--- src/rtl/seg_pkg.sv ---
// Shared constants for the seg_scan_6 display driver: digit count, active-high
// segment patterns ordered {g,f,e,d,c,b,a}, and segment bit positions.
package seg_pkg;

    localparam int NUM_DIGITS = 6;
    localparam int IDX_W      = 3;

    localparam int SEG_A_BIT  = 0;
    localparam int SEG_G_BIT  = 6;
    localparam int SEG_DP_BIT = 7;

    localparam logic [6:0] SEG_0    = 7'h3F;
    localparam logic [6:0] SEG_1    = 7'h06;
    localparam logic [6:0] SEG_2    = 7'h5B;
    localparam logic [6:0] SEG_3    = 7'h4F;
    localparam logic [6:0] SEG_4    = 7'h66;
    localparam logic [6:0] SEG_5    = 7'h6D;
    localparam logic [6:0] SEG_6    = 7'h7D;
    localparam logic [6:0] SEG_7    = 7'h07;
    localparam logic [6:0] SEG_8    = 7'h7F;
    localparam logic [6:0] SEG_9    = 7'h6F;
    localparam logic [6:0] SEG_DASH = 7'h40;
    localparam logic [6:0] SEG_OFF  = 7'h00;

    function automatic logic [NUM_DIGITS-1:0] digit_onehot(input logic [IDX_W-1:0] idx);
        digit_onehot = NUM_DIGITS'(1) << idx;
    endfunction

endpackage

--- src/rtl/seg_decoder.sv ---
// Combinational BCD-to-segment decoder; non-decimal codes show a dash and the
// blank input forces every segment off. Output is active-high {g..a}.
module seg_decoder
    import seg_pkg::*;
(
    input  logic [3:0] bcd_i,
    input  logic       blank_i,
    output logic [6:0] pattern_o
);

    always_comb begin
        pattern_o = SEG_OFF;
        if (!blank_i) begin
            case (bcd_i)
                4'd0:    pattern_o = SEG_0;
                4'd1:    pattern_o = SEG_1;
                4'd2:    pattern_o = SEG_2;
                4'd3:    pattern_o = SEG_3;
                4'd4:    pattern_o = SEG_4;
                4'd5:    pattern_o = SEG_5;
                4'd6:    pattern_o = SEG_6;
                4'd7:    pattern_o = SEG_7;
                4'd8:    pattern_o = SEG_8;
                4'd9:    pattern_o = SEG_9;
                default: pattern_o = SEG_DASH;
            endcase
        end
    end

endmodule

--- src/rtl/seg_scan_6.sv ---
// Six-digit multiplexed seven-segment scanner with per-frame snapshot and
// leading-zero blanking. Define SEG_DP_EN to add the dp_pos decimal-point port.
module seg_scan_6
    import seg_pkg::*;
#(
    parameter int CNT_MAX     = 50000,
    parameter bit SEG_ACT_LOW = 1'b1,
    parameter bit SEL_ACT_LOW = 1'b1
) (
    input  logic       clk,
    input  logic       rst_n,
    input  logic [3:0] unit,
    input  logic [3:0] ten,
    input  logic [3:0] hun,
    input  logic [3:0] thou,
    input  logic [3:0] ten_thou,
    input  logic [3:0] hun_thou,
`ifdef SEG_DP_EN
    input  logic [2:0] dp_pos,
`endif
    output logic [5:0] sel,
    output logic [7:0] seg
);

    localparam int                    CNT_W    = $clog2(CNT_MAX);
    localparam logic [CNT_W-1:0]      CNT_LAST = CNT_W'(CNT_MAX - 1);
    localparam logic [IDX_W-1:0]      IDX_LAST = IDX_W'(NUM_DIGITS - 1);
    localparam logic [NUM_DIGITS-1:0] SEL_INV  = {NUM_DIGITS{SEL_ACT_LOW}};
    localparam logic [7:0]            SEG_INV  = {8{SEG_ACT_LOW}};

    logic [CNT_W-1:0]                 cnt_q, cnt_d;
    logic [IDX_W-1:0]                 idx_q, idx_d;
    logic [NUM_DIGITS-1:0][3:0]       snap_q, snap_d;
    logic [NUM_DIGITS-1:0]            sel_q, sel_d;
    logic [7:0]                       seg_q, seg_d;
`ifdef SEG_DP_EN
    logic [IDX_W-1:0]                 dp_q, dp_d;
`endif

    logic                             tick;
    logic                             wrap;
    logic [NUM_DIGITS-1:0][3:0]       digits_in;
    logic [NUM_DIGITS-1:0]            nz;
    logic [NUM_DIGITS-1:0]            blank_mask;
    logic [3:0]                       cur_digit;
    logic                             cur_blank;
    logic [6:0]                       cur_pattern;
    logic                             dp_on;
    logic [7:0]                       seg_raw;

    assign digits_in = {hun_thou, ten_thou, thou, hun, ten, unit};

    // Digit i is blanked only when it and every digit above it are zero.
    for (genvar gi = 0; gi < NUM_DIGITS; gi++) begin : g_nz
        assign nz[gi] = |snap_q[gi];
    end

    assign blank_mask[0] = 1'b0;
    for (genvar gi = 1; gi < NUM_DIGITS; gi++) begin : g_blank
`ifdef SEG_DP_EN
        assign blank_mask[gi] = ~|nz[NUM_DIGITS-1:gi] && (dp_q < IDX_W'(gi));
`else
        assign blank_mask[gi] = ~|nz[NUM_DIGITS-1:gi];
`endif
    end

    always_comb begin
        cur_digit = 4'd0;
        cur_blank = 1'b0;
        for (int i = 0; i < NUM_DIGITS; i++) begin
            if (idx_q == IDX_W'(i)) begin
                cur_digit = snap_q[i];
                cur_blank = blank_mask[i];
            end
        end
    end

`ifdef SEG_DP_EN
    assign dp_on = (idx_q == dp_q);
`else
    assign dp_on = 1'b0;
`endif

    seg_decoder u_decoder (
        .bcd_i     (cur_digit),
        .blank_i   (cur_blank),
        .pattern_o (cur_pattern)
    );

    always_comb begin
        seg_raw                       = 8'h00;
        seg_raw[SEG_DP_BIT]           = dp_on;
        seg_raw[SEG_G_BIT:SEG_A_BIT]  = cur_pattern;
    end

    // Output registers load on tick from the slot that is ending its count, so
    // a slot's digit is visible for the CNT_MAX clocks that follow its tick and
    // the frame boundary (snapshot reload) lines up with digit 0 of each frame.
    always_comb begin
        tick   = (cnt_q == CNT_LAST);
        wrap   = tick && (idx_q == IDX_LAST);
        cnt_d  = tick ? '0 : cnt_q + CNT_W'(1);
        idx_d  = idx_q;
        snap_d = snap_q;
        sel_d  = sel_q;
        seg_d  = seg_q;
`ifdef SEG_DP_EN
        dp_d   = dp_q;
`endif
        if (tick) begin
            idx_d = wrap ? '0 : idx_q + IDX_W'(1);
            sel_d = digit_onehot(idx_q) ^ SEL_INV;
            seg_d = seg_raw ^ SEG_INV;
        end
        if (wrap) begin
            snap_d = digits_in;
`ifdef SEG_DP_EN
            dp_d   = dp_pos;
`endif
        end
    end

    always_ff @(posedge clk or negedge rst_n) begin
        if (!rst_n) begin
            cnt_q  <= '0;
            idx_q  <= '0;
            snap_q <= '0;
            sel_q  <= SEL_INV;
            seg_q  <= SEG_INV;
`ifdef SEG_DP_EN
            dp_q   <= '0;
`endif
        end else begin
            cnt_q  <= cnt_d;
            idx_q  <= idx_d;
            snap_q <= snap_d;
            sel_q  <= sel_d;
            seg_q  <= seg_d;
`ifdef SEG_DP_EN
            dp_q   <= dp_d;
`endif
        end
    end

    assign sel = sel_q;
    assign seg = seg_q;

endmodule

--- config.mk ---
export PLATFORM = sky130hd
export DESIGN_NAME = seg_scan_6
export DESIGN_NICKNAME = d
export VERILOG_FILES = /design/src/rtl/seg_pkg.sv /design/src/rtl/seg_decoder.sv /design/src/rtl/seg_scan_6.sv
export SDC_FILE = /design/constraint.sdc
export NUM_CORES = 1
export LEC_CHECK = 0
export CORE_MARGIN = 8
export CORE_UTILIZATION = 49
export DETAILED_ROUTE_END_ITERATION = 16
export MAX_ROUTING_LAYER = met4
export PLACE_DENSITY = 0.76
export SETUP_SLACK_MARGIN = 0.2
export SLEW_MARGIN = 0
export SYNTH_ARGS = -nofsm -noshare
export SYNTH_HDL_FRONTEND = slang
export SYNTH_SLANG_ARGS = --single-unit
--- constraint.sdc ---
create_clock -name clk -period 2.4 [get_ports clk]
set_input_delay 0.24 -clock clk [delete_from_list [all_inputs] [get_ports clk]]
set_output_delay 0.24 -clock clk [all_outputs]
set_load 0.01 [all_outputs]
==> summary.md <==
| Metric | Value |
|---|---|
| Mapped Nets | 312 |
| FF-to-FF End | seg[3]$_DFFE_PN1N_ |
| All-layer global routing usage | 0.154 |
| Required @ worst endpoint | 2.64 ns |
| Core Rows | 27 |
| Outcome | finished, final reports clean |
| H-tree depth | 2 |
| Synth area leader | dfrtp_1 |
| Most Crowded Layer GR | met2 |
| Clock Sinks | 56 |
| Worst R2R Start | idx_q[0]$_DFFE_PN0N_ |
| Vias in the first global route | 2191 |
| Routed WL | 6.83 mm |
| Setup Slack @ Placement | 0.0155 ns |
| Clk slew on worst S/H paths | 0.11 ns |
| IO buf count | 38 |
| Rel. slew slack | 0.597 |
| Fin Clk Skew | 0.0123 ns |
| Syn avg cell area | 10.3 sq um |
| Layout area overhead | 39.1% |
| Grt met1 use | 0.187 |
| Sequential fraction of design power | 0.574 |
| I/O pin cnt | 40 |
| Storage cell area | 1420 sq um |
| Unique masters post-synth | 46 |
| Reg2reg setup slack | 0.12 ns |
| Ant diodes | 0 |
| Routability cong. | 0.898 |
| Met3 usage | 0.0302 |
| Seq/Total Area, Yosys | 0.501 |
| Final min period | 2.28 ns |
| Lkg Pwr | 1.71 nW |
| Min-delay worst type | in2async |
| Sw Ratio | 0.211 |
| Peak Freq | 439 MHz |
| GR Layer Usage met2 | 0.251 |
| Critical path endpoint category | flip-flop |
| Final worst slack | 0.121 ns |
| Internal cell power | 1.30 mW |
| Clock power share | 0.387 |
| Vias per inst | 5.44 |
| Layout cell share with drive strength beyond 1 | 0.333 |
| Cell area after synthesis | 2830 sq um |
| Startpoint types | flip-flop |
| Synth area leaders | dfrtp_1 (38%), dfstp_2 (12%), mux2_2 (8.8%) |
| Detailed placement HPWL | 4.37 mm |
| Overall power | 1.65 mW |
| Drt drc | 0 |
| Via count | 2236 |
| CTS Root Cell | clkbuf_8 |
| Initial Util | 0.511 |
| Psw | 0.347 mW |
| Core area | 5540 sq um |
| Post-route setup TNS | 0 ns |
| Hold Vio Cnt, Final | 0 |
| Die area | 8460 sq um |
| Clk_lat worst skew | 0.32 ns |
| Fill cells | 406 |
| PwrDens | 418 nW/um^2 |
| Worst-Margin Slew | 0.604 ns |
| Final worst-path cycle share | 0.950 |
| CTS tree | done |
| Mapped Cells | 275 |
| Ys Warns | 0 |
| Async set or reset register ratio after synthesis | 1.00 |
| Final slew viol count | 0 |
| Ys flop type | dfrtp_1 |
| Peak supply drop | 0.000390 V |
| Share of the synthesized area in the top cell type | 0.380 |
| First-pass DRT Iterations | 4 |
| DRT iter0 DRCs | 101 |
| First-pass GRT wire length | 10.4 mm |
| CTS Buffer Depth | 2 |
| DR WL/cell | 16.6 um |
| ANT nets after route | 0 |
| Worst Path Max Fanout | 6 |
| Number of synthesized flops with an enable pin | 0 |
| WS Path Type | reg2reg |
| Final nets | 375 |
| Setup violators final | 0 |
| Synth Register Bits | 56 |
| Worst r2r path cells | 10 |
| RSZ-0062 raised after global routing | true |
| Largest net degree at the start of global routing | 34 |
| Most frequent cell after synthesis | dfrtp_1 |
| Total gr overflow | 0 |
| Commonest cells post-synth | dfrtp_1 (43), nand2_1 (33), nor2_1 (29), mux2_2 (22), a21oi_1 (17) |
| X dimension of the die | 92.0 um |
| Die Y | 92.0 um |
| Antenna violations before repair | 0 |
| Multi-input logic area | 1550 sq um |
| Combinational share of power | 0.039 |
| Total CTS buffers | 5 |
| MaxCap Viol Count | 0 |
| Arr. time, crit path | 2.52 ns |
[worst max path at each step]
stage / slack [ns] / start / endpoint / cells past startpoint
5_1_grt: 0.02 / idx_q[1]$_DFFE_PN0N_ / seg[4]$_DFFE_PN1N_ / 9
2_1_floorplan: 0.21 / idx_q[0]$_DFFE_PN0N_ / seg[1]$_DFFE_PN1N_ / 10
6_report: 0.12 / idx_q[0]$_DFFE_PN0N_ / seg[3]$_DFFE_PN1N_ / 10
4_1_cts: 0.15 / idx_q[0]$_DFFE_PN0N_ / seg[3]$_DFFE_PN1N_ / 11
3_3_place_gp: 0.07 / idx_q[1]$_DFFE_PN0N_ / seg[0]$_DFFE_PN1N_ / 10
3_5_place_dp: 0.02 / idx_q[1]$_DFFE_PN0N_ / seg[5]$_DFFE_PN1N_ / 10
[flip-flops by register name, summed over array words and instances, names as in the netlist]
name    cells
cnt_q      16
idx_q       3
seg         7
sel         6
snap_q     24
[worst max-delay path, stage by stage (launching register included)]
cell and delay (ns):
dfrtp_2 0.47, buf_6 0.14, ha_4 0.17, buf_4 0.16, a21oi_2 0.14, a211oi_2 0.08, a311oi_2 0.34, buf_4 0.21
mux2_2 0.34, nand2_1 0.07, a21oi_1 0.06
[layer usage]
metal	routed length, um	up-vias
li1	-	1072
met3	209	11
met1	3040	1107
met4	87	0
met5	0	-
met2	3490	46
[cell families (layout without fill, tap and decap cells)]
group,after synthesis,after routing,share of synthesized area
AO/OA/AOI/OAI,48,48,0.105
other,1,1,0.00133
flip-flops,56,56,0.501
XOR/XNOR,13,13,0.0402
buffers and inverters,23,87,0.0385
multiplexers,23,23,0.0916
adder cells (fa/ha/maj),11,11,0.0487
AND/OR/NAND/NOR,100,100,0.173
[final cells by class]
class | instances | share of cell area
multi-input cells | 196 | 0.394
flip-flops and latches | 56 | 0.362
repair buffers | 68 | 0.179
well taps | 72 | 0.0229
clock buffers | 5 | 0.0175
inverters | 11 | 0.0130
clock inverters | 3 | 0.0121
[through the flow]
step / hold slack (ns) / cells / util / area [sq um]
6_report: 0.482 / 411 / 0.710 / 3940
5_1_grt: 0.498 / 411 / 0.710 / 3940
4_1_cts: 0.482 / 394 / 0.646 / 3580
3_5_place_dp: 0.283 / 383 / 0.610 / 3380
3_3_place_gp: 0.280 / 383 / 0.610 / 3380
2_1_floorplan: -0.0556 / 275 / - / 2870
[timing repair]
action / in CTS / in global routing
pin swaps: 3 / 12
hold buffers: 1 / 0
cloned: 0 / 4
resized for setup: 12 / 50
endpoints found under the setup margin: 25 / 27
setup buffers: 2 / 13
endpoints found under the hold margin: 23 / 0
[power by group through the flow]
stage | Combinational [mW] | Clock (mW) | Sequential [mW]
global placement | 0.0619 | 0 | 0.962
floorplan | 0.00224 | 0 | 0.962
global route | 0.0714 | 0.687 | 0.944
detailed placement | 0.0631 | 0 | 0.962
finish | 0.0643 | 0.637 | 0.944
CTS | 0.0646 | 0.648 | 0.944
[layout by cell type, fill, tap and decap left out, types with 2 or more instances in the layout]
master            n
nor4b_4           2
clkbuf_16         3
o21ai_0          12
nand3_1          10
nand2_1          30
and2_1            2
buf_6             2
nand3b_1          4
clkinv_4          3
o22ai_1           2
a21oi_1          11
nor2_1           29
a31oi_1           3
clkdlybuf4s50_1  37
mux2_2            4
clkbuf_8          5
mux2_4           19
inv_4             2
or4_1             2
dfrtp_2           4
xnor2_1           6
nand2_2           2
nand2b_1          2
o211ai_1          2
nor4_1            3
dfrtp_1          39
xor2_1            7
nor2b_1           5
and3_1            2
buf_12            3
ha_4              6
ha_2              4
inv_1             7
dfstp_2          13
a21oi_2           5
buf_4            20
Note: power is estimated with default switching activity, not from simulation.
